File: config.mk
export PLATFORM = sky130hd
export DESIGN_NAME = aib_avmm_chnl_sequencer
export DESIGN_NICKNAME = d
export VERILOG_FILES = /design/src/rtl/aib_avmm_chnl_sequencer.sv
export SDC_FILE = /design/constraint.sdc
export NUM_CORES = 1
export LEC_CHECK = 0
export ABC_CLOCK_PERIOD_IN_PS = 2800
export BUFFER_PORTS_ARGS = -buffer_cell sky130_fd_sc_hd__buf_2
export CAP_MARGIN = 20
export CORE_AREA = 5 5 388 390
export DETAILED_ROUTE_END_ITERATION = 12
export DIE_AREA = 0 0 393 395
export SYNTH_ARGS = -nofsm -noshare
export SYNTH_HDL_FRONTEND = slang
export SYNTH_SLANG_ARGS = --single-unit
File: constraint.sdc
create_clock -name i_cfg_avmm_clk -period 2.8 [get_ports i_cfg_avmm_clk]
set_input_delay 0.42 -clock i_cfg_avmm_clk [delete_from_list [all_inputs] [get_ports i_cfg_avmm_clk]]
set_output_delay 0.42 -clock i_cfg_avmm_clk [all_outputs]
set_load 0.05 [all_outputs]
File: src/rtl/aib_avmm_chnl_sequencer.sv
// Purpose : steer one host AVMM access at a time to the addressed channel slave.
// Latency : write 3 cycles, read 5 cycles with a zero-wait channel; the timeout bounds the worst case.
// Backpress: o_cfg_avmm_waitreq stays high until the single ACK cycle; channel waitreq stalls ACCESS.
//
// Ports:
//   i_cfg_avmm_*  host side: address, read/write strobes, write data, byte enables
//   o_cfg_avmm_*  host side: wait request, one-cycle read data valid, read data
//   o_chnl_*      one-hot channel read/write strobes, broadcast address/wdata/byte enables
//   i_chnl_*      per-channel wait request, read valid, and packed read-data lanes
//   o_addr_err    one-cycle pulse, aligned with ACK, when the channel index is out of range
//   o_timeout_err one-cycle pulse, aligned with ACK, when the access was aborted
module aib_avmm_chnl_sequencer #(
  parameter int NBR_CHNLS     = 24,
  parameter int ADDR_W        = 17,
  parameter int CHNL_ADDR_LSB = 11,
  parameter int TIMEOUT       = 255
) (
  input  logic                    i_cfg_avmm_clk,
  input  logic                    i_cfg_avmm_rst_n,
  input  logic [ADDR_W-1:0]       i_cfg_avmm_addr,
  input  logic                    i_cfg_avmm_read,
  input  logic                    i_cfg_avmm_write,
  input  logic [31:0]             i_cfg_avmm_wdata,
  input  logic [3:0]              i_cfg_avmm_byte_en,
  output logic                    o_cfg_avmm_waitreq,
  output logic                    o_cfg_avmm_rdatavld,
  output logic [31:0]             o_cfg_avmm_rdata,
  output logic [NBR_CHNLS-1:0]    o_chnl_read,
  output logic [NBR_CHNLS-1:0]    o_chnl_write,
  output logic [CHNL_ADDR_LSB-1:0] o_chnl_addr,
  output logic [31:0]             o_chnl_wdata,
  output logic [3:0]              o_chnl_byte_en,
  input  logic [NBR_CHNLS-1:0]    i_chnl_waitreq,
  input  logic [NBR_CHNLS-1:0]    i_chnl_rdatavld,
  input  logic [32*NBR_CHNLS-1:0] i_chnl_rdata,
  output logic                    o_addr_err,
  output logic                    o_timeout_err
);

  localparam int SEL_W = ADDR_W - CHNL_ADDR_LSB;
  // Counter value at which an unfinished access is abandoned.
  localparam logic [15:0] TO_LAST = (TIMEOUT == 0) ? 16'd0 : 16'(TIMEOUT - 1);

  typedef enum logic [2:0] {
    ST_IDLE,
    ST_ACCESS,
    ST_RDWAIT,
    ST_ACK,
    ST_RDVLD
  } state_t;

  state_t                   r_state;
  logic [15:0]              r_cnt;
  logic                     r_is_rd;
  logic [NBR_CHNLS-1:0]     r_sel_oh;
  logic                     r_waitreq;
  logic                     r_rdatavld;
  logic [31:0]              r_rdata;
  logic [NBR_CHNLS-1:0]     r_chnl_read;
  logic [NBR_CHNLS-1:0]     r_chnl_write;
  logic [CHNL_ADDR_LSB-1:0] r_chnl_addr;
  logic [31:0]              r_chnl_wdata;
  logic [3:0]               r_chnl_byte_en;
  logic                     r_addr_err;
  logic                     r_timeout_err;

  logic [SEL_W-1:0]         w_sel;
  logic                     w_sel_ok;
  logic [NBR_CHNLS-1:0]     w_sel_oh;
  logic                     w_cmd;
  logic                     w_accept;
  logic                     w_rvld;
  logic                     w_expire;
  logic [31:0]              w_lane;

  assign w_sel    = i_cfg_avmm_addr[ADDR_W-1:CHNL_ADDR_LSB];
  assign w_sel_ok = (32'(w_sel) < NBR_CHNLS);
  // An out-of-range index shifts the bit out entirely, leaving an empty mask.
  assign w_sel_oh = {{(NBR_CHNLS-1){1'b0}}, 1'b1} << w_sel;
  assign w_cmd    = i_cfg_avmm_read | i_cfg_avmm_write;

  // The selected channel is held as a one-hot mask so that accept and read
  // valid from every other channel are masked off.
  assign w_accept = |(r_sel_oh & ~i_chnl_waitreq);
  assign w_rvld   = |(r_sel_oh & i_chnl_rdatavld);
  assign w_expire = (TIMEOUT != 0) && (r_cnt == TO_LAST);

  always_comb begin
    w_lane = '0;
    for (int k = 0; k < NBR_CHNLS; k++) begin
      if (r_sel_oh[k]) w_lane = w_lane | i_chnl_rdata[32*k +: 32];
    end
  end

  always_ff @(posedge i_cfg_avmm_clk) begin
    if (!i_cfg_avmm_rst_n) begin
      r_state        <= ST_IDLE;
      r_cnt          <= '0;
      r_is_rd        <= 1'b0;
      r_sel_oh       <= '0;
      r_waitreq      <= 1'b1;
      r_rdatavld     <= 1'b0;
      r_rdata        <= '0;
      r_chnl_read    <= '0;
      r_chnl_write   <= '0;
      r_chnl_addr    <= '0;
      r_chnl_wdata   <= '0;
      r_chnl_byte_en <= '0;
      r_addr_err     <= 1'b0;
      r_timeout_err  <= 1'b0;
    end else begin
      r_addr_err    <= 1'b0;
      r_timeout_err <= 1'b0;
      r_rdatavld    <= 1'b0;
      case (r_state)
        ST_IDLE: begin
          r_waitreq <= 1'b1;
          if (w_cmd) begin
            // Read takes priority when both strobes are raised together.
            r_is_rd        <= i_cfg_avmm_read;
            r_chnl_addr    <= i_cfg_avmm_addr[CHNL_ADDR_LSB-1:0];
            r_chnl_wdata   <= i_cfg_avmm_wdata;
            r_chnl_byte_en <= i_cfg_avmm_byte_en;
            if (w_sel_ok) begin
              r_sel_oh     <= w_sel_oh;
              r_chnl_read  <= i_cfg_avmm_read ? w_sel_oh : '0;
              r_chnl_write <= i_cfg_avmm_read ? '0 : w_sel_oh;
              r_cnt        <= '0;
              r_state      <= ST_ACCESS;
            end else begin
              r_sel_oh   <= '0;
              r_addr_err <= 1'b1;
              r_rdata    <= '0;
              r_waitreq  <= 1'b0;
              r_state    <= ST_ACK;
            end
          end
        end
        ST_ACCESS: begin
          r_cnt <= r_cnt + 16'd1;
          if (w_accept) begin
            r_chnl_read  <= '0;
            r_chnl_write <= '0;
            if (r_is_rd) begin
              r_state <= ST_RDWAIT;
            end else begin
              r_waitreq <= 1'b0;
              r_state   <= ST_ACK;
            end
          end else if (w_expire) begin
            r_chnl_read   <= '0;
            r_chnl_write  <= '0;
            r_timeout_err <= 1'b1;
            r_rdata       <= 32'hFFFF_FFFF;
            r_waitreq     <= 1'b0;
            r_state       <= ST_ACK;
          end
        end
        ST_RDWAIT: begin
          r_cnt <= r_cnt + 16'd1;
          // Data arriving in the expiry cycle still completes normally.
          if (w_rvld) begin
            r_rdata   <= w_lane;
            r_waitreq <= 1'b0;
            r_state   <= ST_ACK;
          end else if (w_expire) begin
            r_timeout_err <= 1'b1;
            r_rdata       <= 32'hFFFF_FFFF;
            r_waitreq     <= 1'b0;
            r_state       <= ST_ACK;
          end
        end
        ST_ACK: begin
          r_waitreq <= 1'b1;
          if (r_is_rd) begin
            r_rdatavld <= 1'b1;
            r_state    <= ST_RDVLD;
          end else begin
            r_state <= ST_IDLE;
          end
        end
        ST_RDVLD: begin
          r_state <= ST_IDLE;
        end
        default: begin
          r_state <= ST_IDLE;
        end
      endcase
    end
  end

  assign o_cfg_avmm_waitreq  = r_waitreq;
  assign o_cfg_avmm_rdatavld = r_rdatavld;
  assign o_cfg_avmm_rdata    = r_rdata;
  assign o_chnl_read         = r_chnl_read;
  assign o_chnl_write        = r_chnl_write;
  assign o_chnl_addr         = r_chnl_addr;
  assign o_chnl_wdata        = r_chnl_wdata;
  assign o_chnl_byte_en      = r_chnl_byte_en;
  assign o_addr_err          = r_addr_err;
  assign o_timeout_err       = r_timeout_err;

endmodule

==> impl_metrics.py <==
metrics = {
    "synth": {
        "synthesis.nets": 2393,
        "seq_area_frac_synth_pct": 30.4,
        "syn-instance-count": 1518,
        "synth_area_per_cell_um2": 7.59,
        "yosysWarnings": 0,
        "synth_edf_count": 0,
        "synth_ff_type": "dfxtp_1",
        "synth-seq-cells": 175,
        "synthArstFlopShare_pct": 0,
        "synthDistinctLibCells": 50,
        "synth_area_um2": 11500,
    },
    "clock_tree": {
        "cts_hold_repair.buffers": 0,
        "clock_latency_ns": 0.50,
        "numClockSinks": 175,
        "ctsRootBufferMaster": "clkbuf_16",
        "cts_max_level": 4,
        "postCtsSetupBuffers": 0,
        "clk_pin_slew_ns": 0.09,
        "cts_tree": "built",
        "cts_buffers": 17,
        "clk_path_buf_depth": 2,
    },
    "layout": {
        "areaGrowthSynthToFinish_pct": 75.4,
        "final_common_cell": "buf_2",
        "final_cell_area_um2": 20200,
        "mostFrequentLayoutCells": "buf_2 (1,002), a22oi_1 (388), nand2_1 (254)",
        "drive_gt1_share_pct": 47.3,
        "n_fill_cell": 17100,
        "nets": 3336,
    },
    "setup_path": {
        "cp-start-kind": "flop",
        "worstReg2RegStart": "r_sel_oh[2]",
        "critical_path_arrival_ns": 2.99,
        "endpoint_kind": "flop",
        "critPathKind": "reg2reg",
        "reg2reg_to": "o_cfg_avmm_rdata[19]",
        "cp_data_required_time_ns": 3.22,
        "reg2regPathDepth": 6,
        "reg2reg_setup_slack_ns": 0.23,
        "worst-path-max-fanout": 32,
    },
    "grt": {
        "antenna_found_initial": 264,
        "first_global_vias": 18000,
        "grt-ovfl-total": 0,
        "grt_max_degree": 71,
        "grt_pass1_wl_um": 215000,
        "grtUsageTotal_pct": 21.8,
    },
    "place": {
        "dpl.hpwl_um": 156000,
        "io_buffers": 1003,
        "placed_area_um2": 19300,
        "place_congestion": 1.01,
    },
    "timing": {
        "rsz0062_at_grt": "false",
        "setup_viol": 0,
        "holdWs_ns": 0.148,
        "relSlewSlack_pct": 31.5,
        "min_period_ns": 2.57,
        "tightest_slew_ns": 1.03,
        "fmax_ghz": 0.388,
        "report.final.slew_viol_count": 0,
        "hold_viol": 0,
        "finalCritPeriodShare_pct": 92.0,
        "skew_ns": 0.0277,
    },
    "floorplanning": {
        "initial_core_util_pct": 7.84,
        "rows": 141,
        "chipWidth_um": 393,
        "boundaryPins": 1004,
        "dieArea_um2": 155000,
        "coreArea_um2": 147000,
        "die_height_um": 395,
    },
    "min_path": {
        "hp-start": "i_cfg_avmm_wdata[30]",
        "min_to": "o_chnl_wdata[30]",
        "hp-class": "in2reg",
        "whs_path_depth": 3,
    },
    "power": {
        "vdd_drop_max_uv": 418,
        "internal_power_mw": 4.83,
        "seqPwrFrac_pct": 34.0,
        "p_leak_nw": 8.36,
        "pwr-share-comb_pct": 30.9,
        "p_clk_share_pct": 35.1,
        "switchingPower_mw": 2.97,
        "p_per_area_nw_per_um2": 386,
        "switching_share_pct": 38.1,
    },
    "route": {
        "wl_per_cell_um": 39.7,
        "vias": 19600,
        "drt_iter0_drc": 2931,
        "ant_nets": 0,
        "drc": 0,
        "drt-vias-per-instance": 4.33,
        "routed_wl_um": 179000,
        "dr.pass1.iters": 6,
    },
    "run_status": {
        "status": "finished, final reports clean",
    },
    "flow_run": {
        "maxCapViolations": 0,
    },
}
-- power by group through the flow --
stage / Clock (mW) / Sequential, mW / Combinational, mW
floorplan: 0 / 2.98 / 0.735
global placement: 0 / 2.71 / 2.39
detailed placement: 0 / 2.71 / 2.38
CTS: 2.82 / 2.65 / 2.39
global route: 2.90 / 2.67 / 2.52
finish: 2.74 / 2.65 / 2.41
-- area by class of cell --
cell class	instances	area, um2	area share, %
Multi-Input combinational cell	1169	7370	36.5
Clock inverter	14	215	1.07
Timing Repair Buffer	1085	5890	29.1
Tap cell	1930	2410	12.0
Sequential cell	175	3560	17.6
Clock buffer	18	429	2.12
Antenna cell	111	278	1.37
Inverter	13	48.8	0.242
-- routing by layer --
metal / vias to the layer above / GRT usage [%] / wire [um] / share of wire, %
li1: 7907 / - / - / -
met1: 9408 / 26.3 / 71200 / 40
met2: 1635 / 32.1 / 74000 / 41
met3: 477 / 12.8 / 25600 / 14
met4: 134 / 7.01 / 7430 / 4.1
met5: - / 0 / 866 / 0.48
-- kinds of logic after synthesis --
family | share of synthesized area [%]
AND/OR/NAND/NOR | 19.5
XOR/XNOR | 0.989
buffers and inverters | 6.19
AO/OA/AOI/OAI | 38.5
adder cells (fa/ha/maj) | 0.217
multiplexers | 4.17
flip-flops | 30.4
-- through the flow --
step                setup WS, ns  utilization [%]  std cells  setup TNS (ns)  total power, mW
floorplan                  0.746                -       1518               0             3.72
global placement         -0.0394             13.1       4372         -0.0394             5.10
detailed placement       -0.0290             13.1       4372         -0.0290             5.10
CTS                        0.205             13.6       4404               0             7.86
global route              0.0899             13.6       4442               0             8.08
finish                     0.225             13.8       4515               0             7.80
-- cells in the mapped netlist (all sizes together), types with 8 or more instances --
library cell / n / area share, %
mux2i: 48 / 4.2
nor2b: 19 / 1.3
buf: 17 / 1.1
nand3: 12 / 0.57
nand2: 254 / 8.3
a21oi: 111 / 4.8
xor2: 9 / 0.68
o21ai: 41 / 1.8
clkbuf: 144 / 4.7
o22ai: 33 / 1.8
and3: 8 / 0.43
o31ai: 34 / 2.2
dfxtp: 175 / 30
inv: 12 / 0.39
a22oi: 389 / 25
nand4: 103 / 5.6
nor2: 50 / 1.6
-- critical path, stage by stage (launching register included) --
cell and delay, ns:
dfxtp_2 0.46, buf_4 0.30, a221oi_1 0.11, and4_1 0.31, a21oi_4 0.84, o31ai_1 0.21, a21oi_1 0.20
-- how the worst max path moves through the flow --
| stage | from | end | slack, ns | depth (start not counted) |
|---|---|---|---|---|
| after floorplan | r_sel_oh[10] | o_chnl_read[10] | 0.75 | 10 |
| after global placement | r_sel_oh[14] | o_cfg_avmm_rdata[5] | -0.04 | 5 |
| after detailed placement | r_sel_oh[14] | o_cfg_avmm_rdata[5] | -0.03 | 5 |
| after CTS | r_sel_oh[2] | o_cfg_avmm_rdata[19] | 0.21 | 6 |
| after global routing | r_sel_oh[2] | o_cfg_avmm_rdata[10] | 0.09 | 6 |
| final | r_sel_oh[2] | o_cfg_avmm_rdata[19] | 0.23 | 6 |
-- sequential cells by signal, summed over array words and instances (netlist names) --
register             cells
o_cfg_avmm_rdatavld      1
o_cfg_avmm_waitreq       1
o_chnl_read             24
o_addr_err               1
r_cnt                   16
o_chnl_byte_en           4
o_chnl_addr             11
r_sel_oh                24
o_chnl_write            24
r_is_rd                  1
o_timeout_err            1
o_chnl_wdata            32
o_cfg_avmm_rdata        32
r_state                  3
-- repair_timing --
action,4_1_cts,5_1_grt
gates resized for setup,1,0
endpoints found under the setup margin,1,0
endpoints found under the hold margin,0,0
No activity file was read; power rests on OpenSTA's default activity.
